--- src/rtl/inst_pkg.sv ---
// Shared S-type definitions: opcodes, store widths and instruction field
// bit positions, common to the S-type encoder and decoder.
package inst_pkg;

  localparam logic [6:0] OPCODE_STORE    = 7'b0100011;
  localparam logic [6:0] OPCODE_STORE_FP = 7'b0100111;

  localparam logic [2:0] F3_SB = 3'b000;
  localparam logic [2:0] F3_SH = 3'b001;
  localparam logic [2:0] F3_SW = 3'b010;

  localparam int unsigned S_IMM_HI_MSB = 31;
  localparam int unsigned S_IMM_HI_LSB = 25;
  localparam int unsigned S_RS2_MSB    = 24;
  localparam int unsigned S_RS2_LSB    = 20;
  localparam int unsigned S_RS1_MSB    = 19;
  localparam int unsigned S_RS1_LSB    = 15;
  localparam int unsigned S_F3_MSB     = 14;
  localparam int unsigned S_F3_LSB     = 12;
  localparam int unsigned S_IMM_LO_MSB = 11;
  localparam int unsigned S_IMM_LO_LSB = 7;
  localparam int unsigned S_OP_MSB     = 6;
  localparam int unsigned S_OP_LSB     = 0;

  typedef enum logic [1:0] {
    REQ_INT,
    REQ_FP,
    REQ_ILLEGAL
  } req_kind_e;

  // Pack S-type fields into a 32-bit instruction word.
  function automatic logic [31:0] s_pack(
    input logic [11:0] imm,
    input logic [4:0]  rs2,
    input logic [4:0]  rs1,
    input logic [2:0]  funct3,
    input logic [6:0]  opcode
  );
    logic [31:0] w;
    w = '0;
    w[S_IMM_HI_MSB:S_IMM_HI_LSB] = imm[11:5];
    w[S_RS2_MSB:S_RS2_LSB]       = rs2;
    w[S_RS1_MSB:S_RS1_LSB]       = rs1;
    w[S_F3_MSB:S_F3_LSB]         = funct3;
    w[S_IMM_LO_MSB:S_IMM_LO_LSB] = imm[4:0];
    w[S_OP_MSB:S_OP_LSB]         = opcode;
    return w;
  endfunction

endpackage

--- src/rtl/inst_fifo.sv ---
// Parameterised synchronous FIFO (DEPTH must be a power of two, >= 2).
// Push is ignored when full, pop is ignored when empty.
module inst_fifo #(
  parameter int unsigned DEPTH = 4,
  parameter int unsigned WIDTH = 64
) (
  input  logic             clk,
  input  logic             rst_n,
  input  logic             push_i,
  input  logic [WIDTH-1:0] din_i,
  input  logic             pop_i,
  output logic [WIDTH-1:0] dout_o,
  output logic             full_o,
  output logic             empty_o
);

  localparam int unsigned AW = $clog2(DEPTH);

  logic [WIDTH-1:0] mem_q [DEPTH];
  logic [AW-1:0]    wr_q, rd_q;
  logic [AW:0]      cnt_q, cnt_d;
  logic             push_ok, pop_ok;

  assign full_o  = (cnt_q == (AW+1)'(DEPTH));
  assign empty_o = (cnt_q == '0);
  assign push_ok = push_i && !full_o;
  assign pop_ok  = pop_i && !empty_o;
  assign dout_o  = mem_q[rd_q];

  // Occupancy next-state from the qualified push/pop pair.
  always_comb begin
    cnt_d = cnt_q;
    if (push_ok && !pop_ok) cnt_d = cnt_q + 1'b1;
    if (pop_ok && !push_ok) cnt_d = cnt_q - 1'b1;
  end

  // Pointer and occupancy registers; pointers wrap naturally modulo DEPTH.
  always_ff @(posedge clk) begin
    if (!rst_n) begin
      wr_q  <= '0;
      rd_q  <= '0;
      cnt_q <= '0;
    end else begin
      if (push_ok) wr_q <= wr_q + 1'b1;
      if (pop_ok)  rd_q <= rd_q + 1'b1;
      cnt_q <= cnt_d;
    end
  end

  // Storage array; contents are don't-care until written.
  always_ff @(posedge clk) begin
    if (push_ok) mem_q[wr_q] <= din_i;
  end

endmodule

--- src/rtl/inst_s_enc.sv ---
// Sequential S-type store instruction encoder with address tagging and an
// output FIFO. Optional macro INST_S_ENC_FSW_EN makes FSW (in_fp=1,
// funct3=010) legal; without it every in_fp=1 request is dropped.
module inst_s_enc
  import inst_pkg::*;
#(
  parameter int unsigned DEPTH     = 4,
  parameter logic [31:0] BASE_ADDR = 32'h0000_0000
) (
  input  logic        clk,
  input  logic        rst_n,
  input  logic        in_valid,
  output logic        in_ready,
  input  logic [2:0]  in_funct3,
  input  logic        in_fp,
  input  logic [4:0]  in_rs1,
  input  logic [4:0]  in_rs2,
  input  logic [11:0] in_imm,
  output logic        out_valid,
  input  logic        out_ready,
  output logic [31:0] out_word,
  output logic [31:0] out_addr,
  output logic        err_illegal,
  output logic [7:0]  illegal_cnt
);

  req_kind_e   kind;
  logic        accept, push, drop, pop;
  logic        full, empty;
  logic [31:0] word;
  logic [63:0] head;
  logic [31:0] addr_cnt_q, addr_cnt_d;
  logic        err_q, err_d;
  logic [7:0]  cnt_q, cnt_d;

  // Classify the incoming request as integer store, FP store or illegal.
  always_comb begin
    kind = REQ_ILLEGAL;
    if (!in_fp) begin
      if (in_funct3 == F3_SB || in_funct3 == F3_SH || in_funct3 == F3_SW)
        kind = REQ_INT;
    end else begin
`ifdef INST_S_ENC_FSW_EN
      if (in_funct3 == F3_SW) kind = REQ_FP;
`else
      kind = REQ_ILLEGAL;
`endif
    end
  end

  assign in_ready = !full;
  assign accept   = in_valid && in_ready;
  assign push     = accept && (kind != REQ_ILLEGAL);
  assign drop     = accept && (kind == REQ_ILLEGAL);
  assign pop      = out_valid && out_ready;
  assign word     = s_pack(in_imm, in_rs2, in_rs1, in_funct3,
                           (kind == REQ_FP) ? OPCODE_STORE_FP : OPCODE_STORE);

  inst_fifo #(
    .DEPTH (DEPTH),
    .WIDTH (64)
  ) u_fifo (
    .clk     (clk),
    .rst_n   (rst_n),
    .push_i  (push),
    .din_i   ({word, addr_cnt_q}),
    .pop_i   (pop),
    .dout_o  (head),
    .full_o  (full),
    .empty_o (empty)
  );

  // Head is gated to zero while empty so stale storage never reaches the port.
  assign out_valid   = !empty;
  assign out_word    = empty ? '0 : head[63:32];
  assign out_addr    = empty ? '0 : head[31:0];
  assign err_illegal = err_q;
  assign illegal_cnt = cnt_q;

  // Address counter, error pulse and saturating drop counter next-state.
  always_comb begin
    addr_cnt_d = addr_cnt_q;
    err_d      = drop;
    cnt_d      = cnt_q;
    if (push) addr_cnt_d = addr_cnt_q + 32'd4;
    if (drop && cnt_q != '1) cnt_d = cnt_q + 8'd1;
  end

  // Encoder state registers.
  always_ff @(posedge clk) begin
    if (!rst_n) begin
      addr_cnt_q <= BASE_ADDR;
      err_q      <= 1'b0;
      cnt_q      <= '0;
    end else begin
      addr_cnt_q <= addr_cnt_d;
      err_q      <= err_d;
      cnt_q      <= cnt_d;
    end
  end

endmodule

--- config.mk ---
export PLATFORM = sky130hd
export DESIGN_NAME = inst_s_enc
export DESIGN_NICKNAME = d
export VERILOG_FILES = /design/src/rtl/inst_pkg.sv /design/src/rtl/inst_fifo.sv /design/src/rtl/inst_s_enc.sv
export SDC_FILE = /design/constraint.sdc
export NUM_CORES = 1
export LEC_CHECK = 0
export ABC_CLOCK_PERIOD_IN_PS = 3600
export CAP_MARGIN = 20
export CORE_ASPECT_RATIO = 1.1
export CORE_MARGIN = 4
export CORE_UTILIZATION = 50
export DETAILED_ROUTE_END_ITERATION = 16
export HOLD_SLACK_MARGIN = 0.08
export PLACE_DENSITY = 0.71
export SETUP_SLACK_MARGIN = 0.05
export SYNTH_ARGS = -nofsm -noshare
export SYNTH_HDL_FRONTEND = slang
export SYNTH_SLANG_ARGS = --single-unit
export TNS_END_PERCENT = 30
--- constraint.sdc ---
create_clock -name clk -period 3.6 [get_ports clk]
set_clock_uncertainty 0.05 [all_clocks]
set_input_delay 0.54 -clock clk [delete_from_list [all_inputs] [get_ports clk]]
set_output_delay 0.54 -clock clk [all_outputs]
set_load 0.005 [all_outputs]
# Word-level counts from Yosys, hierarchy flattened
# Memory sizes are Yosys's and may differ from the RTL's. A register that Yosys moved wholly into a read port is not among the register bits.
# Index checks and enable logic that the tools add are counted.
[classes]
n_eq_ne = 7
add_sub_neg = 6
n_reduce_logical = 18
mux = 11
[op_table]
columns = ["cell", "count"]
rows = [
  ["32-bit 2-to-1 mux", 2],
  ["32-bit by 3-bit adder with 32-bit output (second input constant)", 1],
  ["1-bit logical AND", 9],
  ["3-bit 2-to-1 mux", 3],
  ["8-bit by 1-bit adder with 8-bit output (second input constant)", 1],
  ["2-bit 2-to-1 mux", 4],
  ["8-bit inequality test (second input constant)", 1],
  ["3-bit zero test", 2],
  ["2-bit by 1-bit adder with 2-bit output (second input constant)", 2],
  ["1-bit zero test", 4],
  ["3-bit by 1-bit adder with 3-bit output (second input constant)", 1],
  ["3-bit by 1-bit equality test with 1-bit output (second input constant)", 1],
  ["3-bit by 2-bit equality test with 1-bit output (second input constant)", 1],
  ["3-bit equality test (second input constant)", 1],
  ["3-bit by 1-bit subtractor with 3-bit output (second input constant)", 1],
  ["2-bit by 1-bit equality test with 1-bit output (second input constant)", 1],
  ["2-bit equality test (second input constant)", 1],
  ["1-bit logical OR", 2],
  ["1-bit 2-to-1 mux", 2],
  ["2-bit inequality test (second input constant)", 1],
  ["2-bit nonzero test", 1],
]
[word_totals]
output_inout_bits = 75
elab_cells = 49
mem_count = 1
ram_bits = 240
ff_bits = 48
[memory_table]
columns = ["name", "words", "width", "read_ports", "rd_clocked_by_memory_dff", "wr", "line", "text"]
rows = [
  ["u_fifo.mem_q", 4, 60, 1, 1, 1, "inst_fifo.sv:19", "logic [WIDTH-1:0] mem_q [DEPTH];"],
]

# Longest topological paths before layout
# Gate-level depths: netlist (run 1).
[logic_depth]
word_depth = 11
mapped_depth = 11

# By module
# From an unflattened synthesis (run 1), not the netlist that was laid out.
[hier_totals]
cells_unflattened = 690
hier_area_um2 = 12172.9
[modules_own_cells]
columns = ["mod", "area_per_inst_um2", "cells_per_inst", "seq_area_each_um2", "instances"]
rows = [
  ["inst_fifo", 9808.2, 388, 7867.5, 1],
  ["inst_s_enc", 2364.8, 302, 780.7, 1],
]

# Worst setup path before layout (run 1)
# No wires, ideal clock.
[synth_timing]
path_kind = "in2reg"
start = "input port in_funct3[0]"
end = "memory u_fifo.mem_q[0][10] (netlist name) (enable)"
setup_ns = 0.419
required_ns = 3.131
slack_ns = 0.585
path_stages = 4
arrival_time_ns = 2.546
path_buffers = 1
cell_sequence = "a211oi_1 > and3_1 > buf_2 > and2_1"
[synth_via]
elab_chain_cells = 10
elab_cells_between_ends = 12
[synth_lines]
columns = ["element", "line", "text"]
rows = [
  ["from (decl)", "inst_s_enc.sv:14", "input logic [2:0] in_funct3,"],
  ["3-bit by 1-bit equality test with 1-bit output or 3-bit zero test (tied branches)", "inst_s_enc.sv:40", "if (in_funct3 == F3_SB || in_funct3 == F3_SH || in_funct3 == F3_SW)"],
  ["1-bit logical OR", "inst_s_enc.sv:40", ""],
  ["1-bit logical OR (*)", "inst_s_enc.sv:40", ""],
  ["2-bit 2-to-1 mux (*)", "inst_s_enc.sv:40", ""],
  ["2-bit 2-to-1 mux (*)", "inst_s_enc.sv:39", "if (!in_fp) begin"],
  ["2-bit inequality test (*)", "inst_s_enc.sv:53", "assign push = accept && (kind != REQ_ILLEGAL);"],
  ["1-bit logical AND (*)", "inst_s_enc.sv:53", ""],
  ["1-bit logical AND (*)", "inst_fifo.sv:26", "assign push_ok = push_i && !full_o;"],
  ["1-bit 2-to-1 mux (*)", "inst_fifo.sv:52", "if (push_ok) mem_q[wr_q] <= din_i;"],
  ["1-bit 2-to-1 mux (not written as such) (*)", "inst_fifo.sv:52", ""],
  ["to (decl)", "inst_fifo.sv:19", ""],
]
# Every way passes the cells marked *; elsewhere a longest branch is shown, timed or not.

==> flow_summary.json, run 1 <==
{
  "cts-root-buf": "clkbuf_16",
  "cp_num_buf_inv": 2,
  "synth_edf_count": 220,
  "routedWlPerCell_um": 20.2,
  "grt_pass1_vias": 6214,
  "rsz0062_at_grt": "false",
  "syn_avg_cell_area_sq_um": 16.9,
  "synth.most_common_cell": "edfxtp_1",
  "dr.pass1.iters": 4,
  "tightest_slew_ns": 0.927,
  "synthArstFlopShare": 0,
  "hold_buffers": 0,
  "holdCritPathClass": "flop to flop",
  "cts_buffers": 27,
  "layout.nets": 781,
  "drive_gt1_frac": 0.170,
  "worstPathCellList": "buf_4, mux4_2, and2_1, clkdlybuf4s50_1",
  "r2r_end": "u_fifo.cnt_q[2]",
  "r2r-start": "u_fifo.cnt_q[2]",
  "critPathLaunchType": "flop",
  "slew_viol_final": 0,
  "cp-end-kind": "output pin",
  "detail-route-antenna-nets": 0,
  "slew_headroom": 0.381,
  "slowest_delay_ns": 0.73,
  "status": "finished clean",
  "max_freq_mhz": 314,
  "drtIter0Drc": 439,
  "die_area_sq_um": 23800,
  "synth-main-ff-cell": "edfxtp_1",
  "place_hpwl_mm": 13.2,
  "antenna_found_initial": 0,
  "grt_max_degree": 40,
  "routed_wl_mm": 21.2,
  "r2r_cells": 10,
  "start_util": 0.515,
  "ir_drop_mv": 0.324,
  "period_needed_ns": 3.18,
  "worstPathRequired_ns": 3.01,
  "rows": 55,
  "gr-total-overflow": 0,
  "h-tree-depth": 1,
  "maxCapViolCount": 0,
  "fin_crit_sh": 0.884,
  "io_buffers": 98,
  "cts_setup_buffers": 0,
  "clkLatencyLatePin_ns": 0.52,
  "via_per_inst": 5.64,
  "r2r_setup_slack_ns": 0.63,
  "place_congestion": 0.847,
  "min_path_cells": 2,
  "syn2layout_area_growth_pct": 21.5,
  "crit_slowest_cell": "dfxtp_2",
  "grt_pass1_wl_mm": 34.2,
  "n_antenna_cell": 0,
  "hold_end": "u_fifo.cnt_q[2]",
  "ys_top_cells_by_count": "edfxtp_1 (220), and2_1 (61), mux4_2 (55), dfxtp_1 (48), a21oi_1 (25)",
  "synth_seq_area_share": 0.708,
  "synth.cell_area_sq_um": 10700,
  "hold_viol": 0,
  "worstSetupPathType": "flop to output pin",
  "die_w_um": 147,
  "min_from": "u_fifo.cnt_q[2]",
  "hold_ws_ns": 0.458,
  "leakagePower_nw": 4.33,
  "ios": 105,
  "cts.sinks": 268,
  "clk_pin_slew_ns": 0.06,
  "synth.distinct_cells": 40,
  "arrival_ns": 2.59,
  "yosysWarningCount": 0,
  "drcViolationCount": 0,
  "yosysTopAreaCellShare": 0.618,
  "cts_tree": "done",
  "core_sq_um": 20800,
  "power_density_nw_per_um2": 539,
  "setup_viol": 0,
  "grt_usage": 0.181,
  "synthCells": 631,
  "synth_seq_cells": 268,
  "num_vias": 5911,
  "clock_path_buffers": 3,
  "chipHeight_um": 161,
  "synth_area_leaders": "edfxtp_1 (62%), mux4_2 (12%), dfxtp_1 (9.0%), and2_1 (3.6%), or4_1 (1.3%)",
  "synth_top_area_cell": "edfxtp_1",
  "path_delay_family": "buffers and inverters",
  "cts_resized": 0,
  "worstPathMaxFanout": 19,
  "setup_tns_ns": 0
}
## layout by cell type (no fill, tap or decap), drive strengths merged, types with 19 or more instances in the layout
cell           instances
edfxtp               220
clkdlybuf4s50         98
and2                  61
mux4                  55
dfxtp                 48
clkbuf                42
a21oi                 25
nand2                 22
buf                   21
or4                   19
## worst register-to-register path: stages, from the launching register on
cell,delay (ns)
dfxtp_1,0.36
nor3b_1,0.54
inv_1,0.31
and3_1,0.27
inv_2,0.09
ha_1,0.20
inv_1,0.07
fa_1,0.38
xor2_1,0.17
or3_1,0.31
a21oi_1,0.15
## worst max path at each step
stage,slack (ns),depth (start not counted),end,from
global route,0.23,4,out_word[21],flop
CTS,0.33,4,out_word[21],flop
detailed placement,0.42,10,u_fifo.cnt_q[2],in_funct3[0]
finish,0.42,4,out_word[17],flop
global placement,0.59,10,u_fifo.cnt_q[2],in_funct3[0]
floorplan,0.59,4,u_fifo.mem_q[0][10],in_funct3[0]
## sequential cells by signal, indices dropped and copies added, names as in the netlist, named ones only
register and cells:
illegal_cnt 8, u_fifo.wr_q 2, u_fifo.mem_q 220, addr_cnt_q 30
err_illegal 1, u_fifo.rd_q 2, u_fifo.cnt_q 3
## through the flow
step	worst slack (ns)	cells	area (sq um)	total power, W	utilization
after global routing	0.231	1048	13000	0.00729	0.625
after floorplan	0.585	636	10700	0.00391	-
final	0.417	1048	13000	0.00700	0.625
after detailed placement	0.416	999	12100	0.00433	0.582
after CTS	0.326	1048	13000	0.00708	0.625
after global placement	0.592	999	12100	0.00432	0.582
## kinds of logic (layout without fill, tap and decap cells)
| group | count (synthesis) | in the layout | synth area share |
|---|---|---|---|
| other cells | 1 | 6 | 0.000351 |
| compound gates | 54 | 54 | 0.0315 |
| flops | 268 | 268 | 0.708 |
| xor+xnor | 11 | 11 | 0.00901 |
| mux | 63 | 63 | 0.123 |
| buf+inv | 53 | 180 | 0.0234 |
| simple gates | 173 | 173 | 0.0948 |
| fa+ha+maj | 8 | 8 | 0.0101 |
## metal layers
metal,track usage,vias to the layer above,routed length [um]
met4,0.0415,0,364
met3,0.0292,39,1130
met1,0.246,3004,9070
met2,0.310,177,10600
met5,0,-,0
li1,-,2691,-
## where the power goes
part	leakage, nW	switching, W	internal [W]
clock	0.450	0.00111	0.00165
combinational	1.26	0.000356	0.000483
sequential	2.62	0.0000408	0.00336
total	4.33	0.00150	0.00550
## area by class of cell
class / count / area (sq um)
fillers: 1503 / 7790
multi-input cells: 315 / 2900
clock buffers: 42 / 866
inverters: 12 / 45.0
flip-flops and latches: 268 / 7570
clock inverters: 7 / 41.3
well taps: 285 / 357
repair buffers: 119 / 1210
Note: power is estimated with default switching activity, not from simulation.
==> inputs of run 2 (changes only) <==
--- a/config.mk
+++ b/config.mk
@@ -7,12 +7,14 @@
 export LEC_CHECK = 0
 export ABC_CLOCK_PERIOD_IN_PS = 3600
 export CAP_MARGIN = 20
+export CELL_PAD_IN_SITES_DETAIL_PLACEMENT = 1
+export CELL_PAD_IN_SITES_GLOBAL_PLACEMENT = 1
 export CORE_ASPECT_RATIO = 1.1
 export CORE_MARGIN = 4
-export CORE_UTILIZATION = 50
+export CORE_UTILIZATION = 48
 export DETAILED_ROUTE_END_ITERATION = 16
 export HOLD_SLACK_MARGIN = 0.08
-export PLACE_DENSITY = 0.71
+export PLACE_DENSITY_LB_ADDON = 0.1
 export SETUP_SLACK_MARGIN = 0.05
 export SYNTH_ARGS = -nofsm -noshare
 export SYNTH_HDL_FRONTEND = slang
==> run 2 against run 1 <==
Worst hold slack improved by 0.0010 ns. First-iteration DRC count decreased by 24%. Final cell count grew 0.76%. Flip-flop and latch count unchanged. Global-route usage increased by 0.54 points. Combinational power up 2%. Critical path depth stayed put. Total power increased by 1.1%. Sequential power about the same. Non-clock buffer count fell by 2. Utilization shrank 3.4 points. Largest cell class unchanged.
==> flow_summary.json, run 2 (synthesis gave the netlist of run 1 again) <==
{
  "slew_headroom": 0.321,
  "detail-route-antenna-nets": 0,
  "cts_resized": 0,
  "met2_length_mm": 12.2,
  "antenna_found_initial": 0,
  "die_area_sq_um": 24700,
  "place_hpwl_mm": 14.5,
  "ios": 105,
  "layout_setup_ws_ns": 0.396,
  "max_freq_mhz": 312,
  "routed-wl-met3_um": 913,
  "grt_usage": 0.186,
  "largest-register": "u_fifo.mem_q",
  "grt_pass1_vias": 6462,
  "cp-end-kind": "output pin",
  "top_layer_used": "met4",
  "core_sq_um": 22000,
  "internal-power_w": 0.00557,
  "routedWlPerCell_um": 21.7,
  "period_needed_ns": 3.20,
  "clockPowerShare": 0.398,
  "start_util": 0.485,
  "setup_viol": 0,
  "status": "finished clean",
  "clock_path_buffers": 3,
  "switching_share": 0.214,
  "worstPathRequired_ns": 3.01,
  "layout_commonest_cell": "edfxtp_1",
  "clk_pin_slew_ns": 0.06,
  "wl_met1_mm": 9.41,
  "arrival_ns": 2.61,
  "drtIter0Drc": 335,
  "fin_crit_sh": 0.890,
  "slew_viol_final": 0,
  "hold_ws_ns": 0.459,
  "rows": 57,
  "hold_viol": 0,
  "drive_gt1_frac": 0.162,
  "via_per_inst": 5.63,
  "p_switching_w": 0.00151,
  "critPathLaunchType": "flop",
  "worstSetupPathType": "flop to output pin",
  "leakagePower_nw": 4.32,
  "die_w_um": 150,
  "rsz0062_at_grt": "false",
  "power_density_nw_per_um2": 543,
  "worstPathMaxFanout": 29,
  "n_antenna_cell": 0,
  "cts_tree": "done",
  "grt_max_degree": 40,
  "hold_buffers": 0,
  "final_cell_mix": "edfxtp_1 (220), clkdlybuf4s50_1 (98), and2_1 (57)",
  "chipHeight_um": 165,
  "io_buffers": 98,
  "place_congestion": 0.778,
  "maxCapViolCount": 0,
  "routed_wl_mm": 22.9,
  "cts.sinks": 268,
  "holdCritPathClass": "flop to flop",
  "cts_setup_buffers": 0,
  "h-tree-depth": 1,
  "ir_drop_mv": 0.385,
  "dr.pass1.iters": 4,
  "gr-total-overflow": 0,
  "cts_buffers": 27,
  "tightest_slew_ns": 1.02,
  "clkLatencyLatePin_ns": 0.53,
  "setup_tns_ns": 0,
  "layout.nets": 779,
  "final_core_util": 0.591,
  "dp_slack_ns": 0.299,
  "cts-root-buf": "clkbuf_16",
  "grt_pass1_wl_mm": 35.8,
  "drcViolationCount": 0,
  "syn2layout_area_growth_pct": 21.8,
  "num_vias": 5944,
  "pwr-share-comb": 0.120,
  "largest_reg_flops": 220,
  "seq_power_share": 0.482
}
run 2: power by group through the flow:
stage	logic, W	registers [W]	clock network, W
6_report	0.000852	0.00341	0.00282
5_1_grt	0.000926	0.00342	0.00304
4_1_cts	0.000879	0.00341	0.00290
3_5_place_dp	0.000872	0.00348	0
3_3_place_gp	0.000853	0.00347	0
2_1_floorplan	0.000470	0.00344	0
run 2: cell type report:
cell class / instances / area, sq um
fillers: 1946 / 9010
multi-input cells: 315 / 2900
clock buffers: 34 / 732
repair buffers: 117 / 1240
inverters: 12 / 45.0
well taps: 295 / 369
clock inverters: 15 / 171
flip-flops and latches: 268 / 7570
run 2: per-layer routing:
metal / global-route usage / up-vias
met4: 0.0420 / 0
met2: 0.338 / 127
met5: 0 / -
li1: - / 2687
met3: 0.0266 / 28
met1: 0.238 / 3102
run 2: worst paths after layout:
| path | startpoint | endpoint | slack, ns | depth (start not counted) |
|---|---|---|---|---|
| setup / recovery | u_fifo.cnt_q[2] | out_word[30] | 0.40 | 4 |
| hold / removal | illegal_cnt[7] | illegal_cnt[7] | 0.46 | 2 |
| setup reg to reg | u_fifo.cnt_q[2] | u_fifo.cnt_q[2] | 0.52 | 10 |
| hold reg to reg | illegal_cnt[7] | illegal_cnt[7] | 0.46 | 2 |
run 2: per-stage QoR:
stage / cells / total power [W] / area (sq um)
final: 1056 / 0.00708 / 13000
after detailed placement: 1007 / 0.00435 / 12100
after CTS: 1056 / 0.00719 / 13000
after global placement: 1007 / 0.00433 / 12100
after floorplan: 636 / 0.00391 / 10700
after global routing: 1056 / 0.00738 / 13000
run 2: critical path: stages, from the launching register on:
cell and delay, ns:
dfxtp_1 0.33, or3_2 0.81, buf_4 0.33, and2_1 0.16, clkdlybuf4s50_1 0.45
